[src/rtl/board_printer.sv]
// board_printer: renders two player bitboards ('O' = board A, 'X' = board B)
// as ASCII text over the shared UART TX byte interface, row by row, CR LF
// after each row. One byte per UART handshake, each strobe followed by a
// one-cycle gap so the UART has time to drop its ready flag.
// Optional feature: define BOARD_PRINTER_ROWNUM_EN to prefix every row with
// its row digit and a ':' character.
module board_printer #(
  parameter int ROWS = 3,
  parameter int COLS = 3
) (
  input  logic                 clk_i,
  input  logic                 reset_n_i,
  input  logic                 req_i,
  input  logic [ROWS*COLS-1:0] board_a_i,
  input  logic [ROWS*COLS-1:0] board_b_i,
  output logic                 ready_o,
  output logic                 done_o,
  output logic                 uart_wr_o,
  output logic [7:0]           uart_d_o,
  input  logic                 uart_ready_i
);

  localparam int N = ROWS * COLS;

  localparam logic [3:0] S_IDLE  = 4'd0;
  localparam logic [3:0] S_CELL  = 4'd1;
  localparam logic [3:0] S_CR    = 4'd2;
  localparam logic [3:0] S_LF    = 4'd3;
  localparam logic [3:0] S_GAP   = 4'd4;
  localparam logic [3:0] S_DONE  = 4'd5;
`ifdef BOARD_PRINTER_ROWNUM_EN
  localparam logic [3:0] S_PRE   = 4'd6;
  localparam logic [3:0] S_COLON = 4'd7;
  localparam logic [3:0] S_ROW   = S_PRE;
`else
  localparam logic [3:0] S_ROW   = S_CELL;
`endif

  localparam logic [7:0] COLS8    = 8'(COLS);
  localparam logic [3:0] LAST_COL = 4'(COLS - 1);
  localparam logic [3:0] LAST_ROW = 4'(ROWS - 1);

  logic [3:0]   state_q, state_d;
  logic [3:0]   after_q, after_d;
  logic [3:0]   row_q, row_d;
  logic [3:0]   col_q, col_d;
  logic [N-1:0] boardA_q, boardA_d;
  logic [N-1:0] boardB_q, boardB_d;
  logic         busy_q, busy_d;
  logic         done_q, done_d;
  logic         uartWr_q, uartWr_d;
  logic [7:0]   uartD_q, uartD_d;

  logic [7:0]   cellIdx;
  logic [N-1:0] shiftA, shiftB;
  logic [7:0]   cellChar;

  // Decode the character for the current cell from the latched boards
  always_comb begin
    cellIdx = ({4'd0, row_q} * COLS8) + {4'd0, col_q};
    shiftA  = boardA_q >> cellIdx;
    shiftB  = boardB_q >> cellIdx;
    case ({shiftA[0], shiftB[0]})
      2'b10:   cellChar = 8'h4F;
      2'b01:   cellChar = 8'h58;
      2'b11:   cellChar = 8'h23;
      default: cellChar = 8'h2E;
    endcase
  end

  // Sequencer: each emitting state strobes one byte when the UART is ready,
  // then parks in GAP with the follow-on state remembered in after_q
  always_comb begin
    state_d  = state_q;
    after_d  = after_q;
    row_d    = row_q;
    col_d    = col_q;
    boardA_d = boardA_q;
    boardB_d = boardB_q;
    busy_d   = busy_q;
    uartWr_d = 1'b0;
    uartD_d  = uartD_q;
    case (state_q)
      S_IDLE: begin
        if (req_i) begin
          boardA_d = board_a_i;
          boardB_d = board_b_i;
          row_d    = 4'd0;
          col_d    = 4'd0;
          busy_d   = 1'b1;
          state_d  = S_ROW;
        end else begin
          busy_d = 1'b0;
        end
      end
`ifdef BOARD_PRINTER_ROWNUM_EN
      S_PRE: begin
        if (uart_ready_i) begin
          uartWr_d = 1'b1;
          uartD_d  = 8'h30 + {4'd0, row_q};
          after_d  = S_COLON;
          state_d  = S_GAP;
        end
      end
      S_COLON: begin
        if (uart_ready_i) begin
          uartWr_d = 1'b1;
          uartD_d  = 8'h3A;
          after_d  = S_CELL;
          state_d  = S_GAP;
        end
      end
`endif
      S_CELL: begin
        if (uart_ready_i) begin
          uartWr_d = 1'b1;
          uartD_d  = cellChar;
          state_d  = S_GAP;
          if (col_q == LAST_COL) begin
            col_d   = 4'd0;
            after_d = S_CR;
          end else begin
            col_d   = col_q + 4'd1;
            after_d = S_CELL;
          end
        end
      end
      S_CR: begin
        if (uart_ready_i) begin
          uartWr_d = 1'b1;
          uartD_d  = 8'h0D;
          after_d  = S_LF;
          state_d  = S_GAP;
        end
      end
      S_LF: begin
        if (uart_ready_i) begin
          uartWr_d = 1'b1;
          uartD_d  = 8'h0A;
          state_d  = S_GAP;
          if (row_q == LAST_ROW) begin
            after_d = S_DONE;
          end else begin
            row_d   = row_q + 4'd1;
            after_d = S_ROW;
          end
        end
      end
      S_GAP: begin
        state_d = after_q;
      end
      S_DONE: begin
        busy_d  = 1'b0;
        state_d = S_IDLE;
      end
      default: begin
        busy_d  = 1'b1;
        state_d = S_IDLE;
      end
    endcase
    done_d = (state_d == S_DONE);
  end

  // State and output registers; reset aborts any print in progress
  always_ff @(posedge clk_i or negedge reset_n_i) begin
    if (!reset_n_i) begin
      state_q  <= S_IDLE;
      after_q  <= S_IDLE;
      row_q    <= 4'd0;
      col_q    <= 4'd0;
      boardA_q <= '0;
      boardB_q <= '0;
      busy_q   <= 1'b1;
      done_q   <= 1'b0;
      uartWr_q <= 1'b0;
      uartD_q  <= 8'h00;
    end else begin
      state_q  <= state_d;
      after_q  <= after_d;
      row_q    <= row_d;
      col_q    <= col_d;
      boardA_q <= boardA_d;
      boardB_q <= boardB_d;
      busy_q   <= busy_d;
      done_q   <= done_d;
      uartWr_q <= uartWr_d;
      uartD_q  <= uartD_d;
    end
  end

  assign ready_o   = ~req_i & ~busy_q & (state_q == S_IDLE);
  assign done_o    = done_q;
  assign uart_wr_o = uartWr_q;
  assign uart_d_o  = uartD_q;

endmodule

[config.mk]
export PLATFORM = sky130hd
export DESIGN_NAME = board_printer
export DESIGN_NICKNAME = d
export VERILOG_FILES = /design/src/rtl/board_printer.sv
export SDC_FILE = /design/constraint.sdc
export NUM_CORES = 1
export LEC_CHECK = 0
export CAP_MARGIN = 40
export CORE_AREA = 2 2 77 79
export CTS_CLUSTER_DIAMETER = 50
export DETAILED_ROUTE_END_ITERATION = 7
export DIE_AREA = 0 0 79 81
export PLACE_DENSITY_LB_ADDON = 0.25
export SLEW_MARGIN = 0
export SYNTH_ARGS = -nofsm -noshare
export SYNTH_HDL_FRONTEND = slang
export SYNTH_SLANG_ARGS = --single-unit
[constraint.sdc]
create_clock -name clk_i -period 4.5 [get_ports clk_i]
set_clock_uncertainty 0.2 [all_clocks]
set_input_delay 1.35 -clock clk_i [delete_from_list [all_inputs] [get_ports clk_i]]
set_output_delay 1.35 -clock clk_i [all_outputs]
set_load 0.01 [all_outputs]
Word-level counts from Yosys, hierarchy flattened
Cells that the tools add are included.
{ "totals": {"ff_bits": 45, "in_bits": 22, "output_inout_bits": 11} }
{ "op_classes": {"n_addsub": 3, "mul": 1, "n_eq_ne": 16, "shifts": 2, "muxes": 25, "bitwise": 4, "n_reduce_logical": 10} }
{ "ops": {"columns": ["operator", "count"], "rows": [
  ["two-way mux 4 bit", 10],
  ["two-way mux 8 bit", 3],
  ["one-hot mux 4 bit (3 select lines)", 2],
  ["one-hot mux 8 bit (3 select lines)", 1],
  ["one-hot mux 7 bit (3 select lines)", 1],
  ["right shift 9 x 7 -> 1 bit", 2],
  ["== test 4 x 2 -> 1 bit, second input constant", 4],
  ["one-hot mux 4 bit (2 select lines)", 2],
  ["== test 4 x 3 -> 1 bit, second input constant", 3],
  ["!= test 2 bit, second input constant", 5],
  ["adder 4 x 1 -> 4 bit, second input constant", 2],
  ["AND reduction 4 bit", 2],
  ["adder 6 x 4 -> 7 bit", 1],
  ["multiplier 4 x 2 -> 6 bit, second input constant", 1],
  ["== test 2 bit, second input constant", 2],
  ["== test 4 x 1 -> 1 bit, second input constant", 1],
  ["zero test 4 bit", 1],
  ["nonzero test 2 bit", 2],
  ["OR reduction 4 bit", 1],
  ["two-way mux 1 bit", 3],
  ["two-way mux 3 bit", 1],
  ["one-hot mux 1 bit (3 select lines)", 1],
  ["AND reduction 3 bit", 1],
  ["nonzero test 3 bit", 1],
  ["6 further kinds", 8]
]} }

Longest topological paths before layout
Gate-level depths: netlist (run 1).
{ "depth": {"ltp_word": 7, "ltp_mapped": 13, "mapped_depth_nobuf": 13} }

Least setup slack after synthesis (run 1)
OpenSTA, ideal clock, no wires.
{ "synth_path": {"path_type": "flip-flop to flip-flop", "from": "register row_q[0]", "to": "register uartD_q[0], in the netlist uart_d_o[0]", "arrival_time_ns": 3.556, "required_ns": 4.212, "setup_slack_ns": 0.656, "path_stages_with_launch": 13, "n_path_buf": 0, "synth_period_minus_slack_ns": 3.844, "path_cell_list": "dfrtp_1 fa_1 ha_1 inv_1 fa_1 nand2b_4 or3b_1 o21ba_1 nor3_1 inv_1 ha_1 or3_1 a41oi_1"} }
{ "synth_between": {"elab_chain_len": 7} }
{ "synth_rtl": {"columns": ["item", "line", "rtl"], "rows": [
  ["start: declaration", "45", "logic [3:0] row_q, row_d;"],
  ["start signal: assignment", "180", "row_q <= row_d;"],
  ["multiplier 4 x 2 -> 6 bit *", "60", "cellIdx = ({4'd0, row_q} * COLS8) + {4'd0, col_q};"],
  ["adder 6 x 4 -> 7 bit *", "60", null],
  ["right shift 9 x 7 -> 1 bit, on equally long branches", "62, 61", null],
  ["== test 2 bit or == test 2 x 1 -> 1 bit (tied branches)", "63", "case ({shiftA[0], shiftB[0]})"],
  ["one-hot mux 7 bit (3 select lines) *", "63", null],
  ["two-way mux 8 bit *", "115", "if (uart_ready_i) begin"],
  ["one-hot mux 8 bit (3 select lines) *", "83", "case (state_q)"],
  ["end signal: assignment", "187", "uartD_q <= uartD_d;"],
  ["end: declaration", "52", "logic [7:0] uartD_q, uartD_d;"]
]} }
Every way passes the cells marked *; elsewhere a longest branch is shown, timed or not. The select of a mux whose other input is x is not followed.
A chain may end at the register's enable or synchronous reset.

Final worst setup path (run 1)
Same ends and word-level chain as after synthesis.

==> results summary, run 1 <==
The mean instance size in the synthesized netlist came out at 9.696 um2. The total count of max-transition violations in the final report came out at 0. In the synthesized netlist the dominant register cell turns out to be sky130_fd_sc_hd__dfrtp_1. At the pin with the least slew margin, the transition time is 0.5080 ns.

The fraction of synthesized area in multiplexers is 4.730%. The clock period minus worst slack is 4.132 ns. Data arrives at the worst endpoint at 4.14 ns. The first global-routing pass estimated 8.086 mm of wire. The post-synthesis simple-gate area fraction is 22.42%. The die covers 6399 um2. At the placement stage, the worst setup path has a slack of 0.3614 ns. The number of nets with antenna violations after routing is 0. The clock tree synthesis step divided the H-tree into 2 levels.

The routed design has 4.704 mm of wire. The type of element launching the critical path is a flip-flop. The share of synthesized registers carrying an async set or reset is 100.0%. The final hold violation count is 0. The kind of critical path is reg -> reg. The number of antenna violations at the first check in global routing came out at 0. The area growth from synthesis to layout came out at 18.61%. The leakage dissipation is 1.353 nW. The chip width is 79 um. In the routed design, unresolved DRC markers number 0. The maximum fanout along the worst path came out at 6. The cell count after synthesis came out at 251. The worst path meets setup with 0.3677 ns of slack.

By area the synthesized netlist is led by sky130_fd_sc_hd__dfrtp_1 (43%), sky130_fd_sc_hd__nand2_1 (11%), sky130_fd_sc_hd__ha_1 (8.2%). The clock slew at the register clock pins of the worst setup and hold paths came out at 0.08 ns. The number of antenna diodes in the final layout is 0. The number of buffers inserted for hold repair after clock tree synthesis came out at 0. The largest family of logic cells by synthesized area is simple AND/OR/NAND/NOR gates.

Power spread over the standard cell area amounts to 426.8 nW/um2. Of the cells placed in the final design, the portion with a size suffix greater than 1 is 9.609%. The final core utilization is 50.86%. The longest clock path from root to sink contains 2 buffers. Setup repair after global routing left no endpoint under its margin. For this block, the initial DRC count from the detailed router was 79.

The number of global-route vias before repair came out at 1731. The highest achievable clock rate came out at 242.0 MHz. The total negative setup slack is 0 ns. The count of placed standard cells including taps is 349. The placer's final routability congestion estimate came out at 0.7967. The number of buffers added on ports came out at 31. For this configuration, the core starts out at a cell density of 42.88%. TritonCTS built the clock tree. The global router's overall resource usage came out at 16.37%. During synthesis, Yosys emitted a total of 0 warnings. Headroom to the max-slew limit came out at 66.13%.

The fraction of the cycle the final worst path needs came out at 91.83%. The total standard cell area after synthesis came out at 2434 um2. The overall via count from detail_route came out at 1771.

Counting the buffers created by CTS gives 5. The clock latency on the worst-skew pair came out at 0.29 ns. The total setup violations reported at the end of the flow came out at 0. Excluding fillers, the count of instances in the completed layout stands at 356. In this run the vertical extent of the chip is 81 um.

The fill cell instance count of the final layout came out at 542. The tree is rooted in a sky130_fd_sc_hd__clkbuf_8. The residual overflow from global routing came out at 0. In the final routed layout, each cell accounts on average for 13.21 um. The post-synthesis sequential element count is 43. The number of I/O pins came out at 33. The area of all sequential standard cells is 1077 um2. The largest net degree at the start of global routing came out at 24. The largest vdd supply drop is 202.1 uV.

The adder-cell share of the synthesized area is 11.52%. The compound-cell area share of the yosys netlist came out at 10.28%. After the last flow step, the layout net total stands at 323.

The synthesized design devotes to its leading area cell type 43.19% of total area. The total clock sinks is 43. The core area is 5675 um2. The combined area of the multi-input logic cells came out at 1242 um2. After floorplanning, the core was divided into 28 placement rows. The flow ran to the end, and the final reports show no timing, DRC or antenna violations. The post-detailed-placement half-perimeter wirelength came out at 3.448 mm. The worst setup path is captured at a flip-flop. The parity-gate share of the synthesized area counting xor and xnor cells is 1.799%. The number of enable flip-flop cells after synthesis came out at 0. In this run the worst hold path is classified as reg -> reg. The number of maximum-capacitance constraint violations is 0. The data required time at the worst endpoint is 4.51 ns. The cell type with the highest aggregate area in the netlist is sky130_fd_sc_hd__dfrtp_1. Sequential elements use 44.27% of the synthesized area.

After clock tree synthesis, the setup repair step added 0 buffers. The reg-to-reg setup timing slack came out at 0.37 ns. Using the TritonRoute via totals, the vias-per-cell ratio works out to 4.975. The distinct cell type count of the synthesized netlist is 55. The first TritonRoute pass finished after 4 iterations. The total of cells resized after clock tree synthesis is 0.
-- final timing paths --
path / end / cells past startpoint / start
worst max-delay path: uart_d_o[0] / 12 / row_q[0]
worst min-delay path: boardA_q[1] / 2 / boardA_q[1]
worst max register to register: uart_d_o[0] / 12 / row_q[0]
worst min register to register: boardA_q[1] / 2 / boardA_q[1]
max in group asynchronous: busy_q / 2 / reset_n_i
min in group asynchronous: uart_d_o[5] / 1 / reset_n_i
-- synth_stat cells, types with 2 or more instances --
cell                       number
sky130_fd_sc_hd__nor3_1         4
sky130_fd_sc_hd__nor2_2         2
sky130_fd_sc_hd__o21ai_1        3
sky130_fd_sc_hd__o21ai_0        5
sky130_fd_sc_hd__a21oi_1        5
sky130_fd_sc_hd__o211ai_1       2
sky130_fd_sc_hd__a211oi_2       2
sky130_fd_sc_hd__dfrtp_1       42
sky130_fd_sc_hd__o31ai_1        3
sky130_fd_sc_hd__a31oi_1        2
sky130_fd_sc_hd__nor2_1        21
sky130_fd_sc_hd__nor2b_1        2
sky130_fd_sc_hd__and3_1         2
sky130_fd_sc_hd__or3b_1         2
sky130_fd_sc_hd__ha_1          16
sky130_fd_sc_hd__inv_1         11
sky130_fd_sc_hd__buf_4          2
sky130_fd_sc_hd__buf_6          2
sky130_fd_sc_hd__o21a_1         2
sky130_fd_sc_hd__fa_1           4
sky130_fd_sc_hd__mux2_2         2
sky130_fd_sc_hd__mux4_2         2
sky130_fd_sc_hd__nand2_1       69
sky130_fd_sc_hd__buf_2          7
sky130_fd_sc_hd__nand3_1        3
sky130_fd_sc_hd__xnor2_1        4
sky130_fd_sc_hd__nand3_2        2
-- sequential cells by signal, indices dropped and copies added, names as in the netlist --
register,count
after_q,3
boardA_q,9
boardB_q,9
busy_q,1
col_q,4
done_o,1
row_q,4
state_q,4
uart_d_o,7
uart_wr_o,1
-- metal layers --
layer	GRT usage, %	up-vias	share of wire, %
met2	27.20	35	47
li1	-	892	-
met5	0	-	0
met1	21.78	837	48
met3	3.000	7	2.9
met4	5.517	0	1.2
-- placed cells by master (no fill, tap or decap), drive strengths merged, types with 4 or more instances in the layout --
cell type and count:
nand2 69, dfrtp 42, clkdlybuf4s50 30, nor2 23, ha 16, inv 12, o21ai 9, clkbuf 6
a21oi 6, nand3 5, xnor2 4, nor3 4, fa 4
-- critical path: stages (launching register included) --
cell and delay (ns):
sky130_fd_sc_hd__dfrtp_1 0.47, sky130_fd_sc_hd__fa_1 0.57, sky130_fd_sc_hd__ha_1 0.17, sky130_fd_sc_hd__inv_1 0.05
sky130_fd_sc_hd__fa_1 0.62, sky130_fd_sc_hd__nand2b_4 0.08, sky130_fd_sc_hd__or3b_1 0.37, sky130_fd_sc_hd__o21ba_1 0.19
sky130_fd_sc_hd__nor3_1 0.40, sky130_fd_sc_hd__inv_1 0.12, sky130_fd_sc_hd__ha_1 0.21, sky130_fd_sc_hd__or3_1 0.37
sky130_fd_sc_hd__a41oi_1 0.23
-- power breakdown --
part / internal [mW] / total (mW) / switching [mW]
clock: 0.121 / 0.251 / 0.131
sequential: 0.464 / 0.520 / 0.0564
combinational: 0.240 / 0.460 / 0.220
total: 0.824 / 1.23 / 0.407
-- through the flow --
stage	area, um2	hold slack, ns	total power, mW
2_1_floorplan	2437	0.2365	0.8426
3_3_place_gp	2771	0.2524	0.9848
3_5_place_dp	2799	0.2566	0.9944
4_1_cts	2887	0.2814	1.249
5_1_grt	2887	0.2996	1.332
6_report	2887	0.2747	1.232
-- kinds of logic (layout without fill, tap and decap cells) --
| family | after synthesis | count (layout) |
|---|---|---|
| buffers and inverters | 23 | 52 |
| XOR/XNOR | 5 | 5 |
| AO/OA/AOI/OAI | 35 | 35 |
| adder cells (fa/ha/maj) | 20 | 20 |
| AND/OR/NAND/NOR | 117 | 117 |
| other | 1 | 2 |
| flip-flops | 43 | 43 |
| multiplexers | 7 | 7 |
-- cell type report --
class / instances / share of cell area [%]
clock buffers: 6 / 2.861
clock inverters: 1 / 0.1734
inverters: 12 / 1.560
multi-input cells: 186 / 43.04
flip-flops and latches: 43 / 37.32
well taps: 75 / 3.251
repair buffers: 33 / 11.79
No activity file was read; power rests on OpenSTA's default activity.
==> run 2, diff against run 1 <==
- ABC_CLOCK_PERIOD_IN_PS: default -> 4500
==> results of run 2 <==
No change in the layout: final DEF, timing and power equal those of run 1.
==> run 3, diff against run 2 <==
- ABC_CLOCK_PERIOD_IN_PS: 4500 -> 3650
- CORE_AREA: 2 2 77 79 -> 5 5 84 86
- DIE_AREA: 0 0 79 81 -> 0 0 89 91
- clock period: 4.5 -> 3.65 ns (I/O delays scaled with it)
==> run 3 against run 2 <==
- largest cell class unchanged
- via count up 4.1%
- critical path type unchanged
- combinational power is 49% higher
- routed wire length increased by 6.4%
- clock power grew 33%
- final cell count increased by 3.4%
- critical path depth did not move
- clock-buffer cell count rose by 2
- sequential cell count stayed put
==> results summary, run 3 (same netlist as run 1, synthesis figures left out) <==
The number of H-tree levels is 2. The endpoint class of the critical path is a flip-flop. The number of global-route vias before repair is 1904. The type of element launching the critical path is a flip-flop. Dividing total power by cell area gives a power density of 552.4 nW/um2. The total count of max-transition violations in the final report came out at 0. The fraction of final layout cells with drive strength greater than 1 is 17.18%. The residual overflow from global routing came out at 0. The transition time at the pin with the least slew margin is 0.5897 ns.

The global-route wire length before repair came out at 8.742 mm. The TritonCTS buffer count is 5. The area growth from synthesis to layout came out at 23.24%. For this design, the CTS-stage hold fixing added 0 buffers. In the layout the commonest cells are sky130_fd_sc_hd__nand2_1 (69), sky130_fd_sc_hd__dfrtp_1 (40), sky130_fd_sc_hd__clkdlybuf4s50_1 (30).

The cell row count came out at 29. Along the worst path, the maximum fanout reaches 3. The global router's overall resource usage is 13.73%.

After the last flow step, the layout net total stands at 332. The number of I/O pins is 33. Clock tree synthesis selected as its root buffer the cell sky130_fd_sc_hd__clkbuf_8. After clock tree synthesis, the clock-pin slew on the worst setup and hold paths is 0.08 ns. The count of placed standard cells including taps is 359.

The number of buffers on the longest clock path came out at 2. The routed length per placed instance came out at 13.60 um. The total clock sinks is 43. Detailed placement ended at an HPWL of 3.826 mm.

The antenna diode count is 0. The vertical die dimension is 91 um. In the routed design, unresolved DRC markers number 0.

The largest vdd supply drop came out at 248.5 uV. In this run, the number of DRC markers left after iteration 0 of detailed routing was 47. The final hold violation count is 0. The library cell used most frequently in the layout, excluding fill and tap cells, is sky130_fd_sc_hd__nand2_1. The floorplan step defined a core boundary enclosing 6205 um2. The worst min-delay path category is reg -> reg. The flow ran to the end, and the final reports show no timing, DRC or antenna violations. The overall via count from detail_route came out at 1843. Wires add up to 5.003 mm.

The chip width is 89 um. The clock latency on the worst-skew pair came out at 0.30 ns. The worst path meets setup with 0.07861 ns of slack. Headroom to the max-slew limit came out at 60.69%. The highest achievable clock rate came out at 280.0 MHz.

The number of antenna violations at the first check in global routing came to 0. Max-cap violations in this run came to 0. Subtracting the final worst setup slack from the clock period gives 3.571 ns. Setup repair after global routing could not meet its margin everywhere.

In the finished design, the share of the clock period the worst path needs comes to 97.85%. The finished layout holds 368 standard cells, fillers aside. The ratio of routed vias to standard cells came out at 5.008.

The post-placement worst setup slack came out at -0.04949 ns. The number of nets with antenna violations after routing came out at 0. The data required time at the worst endpoint is 3.67 ns. The fill cell instance count of the final layout came out at 583. TritonCTS built the clock tree. The die covers 8099 um2. The kind of critical path is reg -> reg. Routability-driven placement finished with a final weighted congestion of 0.8516. The worst path arrival time came out at 3.60 ns. The number of buffers added on ports is 31.

The total setup violations reported at the end of the flow is 0. The pre-antenna-repair detailed-routing pass consisted of 4 iterations. Once the floorplan was initialized, standard cells occupied 39.22% of the core. The largest net degree at the start of global routing came out at 27. The leakage dissipation is 1.389 nW.
## run 3: changes by cell type in the layout (fill, tap and decap cells not counted), sizes merged
cell	previous run	this run
buf	3	12
clkbuf	6	8
clkinv	1	0
## run 3: power by group
part           internal, mW  total (mW)  switching, mW
Clock                 0.173       0.335          0.162
Sequential            0.573       0.635         0.0622
Combinational         0.367       0.687          0.320
## run 3: metrics by stage
step                total power [mW]  hold slack [ns]  cell area [um2]  util [%]  setup TNS [ns]
floorplan                      1.049           0.2365             2452         -               0
global placement               1.268           0.2515             2856     46.04               0
detailed placement             1.280           0.2586             2856     46.04        -0.04949
CTS                            1.647           0.2772             2984     48.09               0
global route                   1.773           0.2932             2999     48.34        -0.06277
finish                         1.657           0.2677             2999     48.34               0
## run 3: cell type report
type	instances	area [um2]	area share, %
multi-input combinational	186	1290	43.01
sequential	43	1080	36.00
timing repair buffer	42	387.9	12.93
clock buffer	8	100.1	3.338
tap	77	96.34	3.212
inverter	12	45.04	1.502
## run 3: layer usage
metal  vias to the layer above  GRT usage (%)  wire length (um)
met1                       905          18.20              2273
met4                         0          5.583                87
met5                         -              0                 0
li1                        918              -                 -
met2                        16          21.84              2512
met3                         4          2.715               130
## run 3: final timing paths
check | startpoint | to | slack, ns | depth (start not counted)
max in group asynchronous | reset_n_i | busy_q | 1.93 | 2
min in group asynchronous | reset_n_i | row_q[3] | 0.60 | 1
max reg2reg | col_q[1] | uart_d_o[0] | 0.08 | 12
max | col_q[1] | uart_d_o[0] | 0.08 | 12
min reg2reg | uart_d_o[4] | uart_d_o[4] | 0.27 | 2
min | uart_d_o[4] | uart_d_o[4] | 0.27 | 2
## run 3: repair_timing
item / CTS / global route
pin swaps: 4 / 2
gates resized for setup: 3 / 6
endpoints found under the setup margin: 1 / 2
buffers inserted: 1 / 0
## run 3: worst max-delay path, stage by stage, from the launching register on
cell and delay, ns:
sky130_fd_sc_hd__dfrtp_1 0.40, sky130_fd_sc_hd__fa_1 0.54, sky130_fd_sc_hd__ha_2 0.18, sky130_fd_sc_hd__inv_2 0.04, sky130_fd_sc_hd__fa_2 0.56, sky130_fd_sc_hd__nand2b_4 0.07, sky130_fd_sc_hd__or3b_4 0.39, sky130_fd_sc_hd__o21ba_4 0.21
sky130_fd_sc_hd__nor3_4 0.16, sky130_fd_sc_hd__inv_2 0.06, sky130_fd_sc_hd__ha_2 0.17, sky130_fd_sc_hd__or3_4 0.38, sky130_fd_sc_hd__a41oi_2 0.15
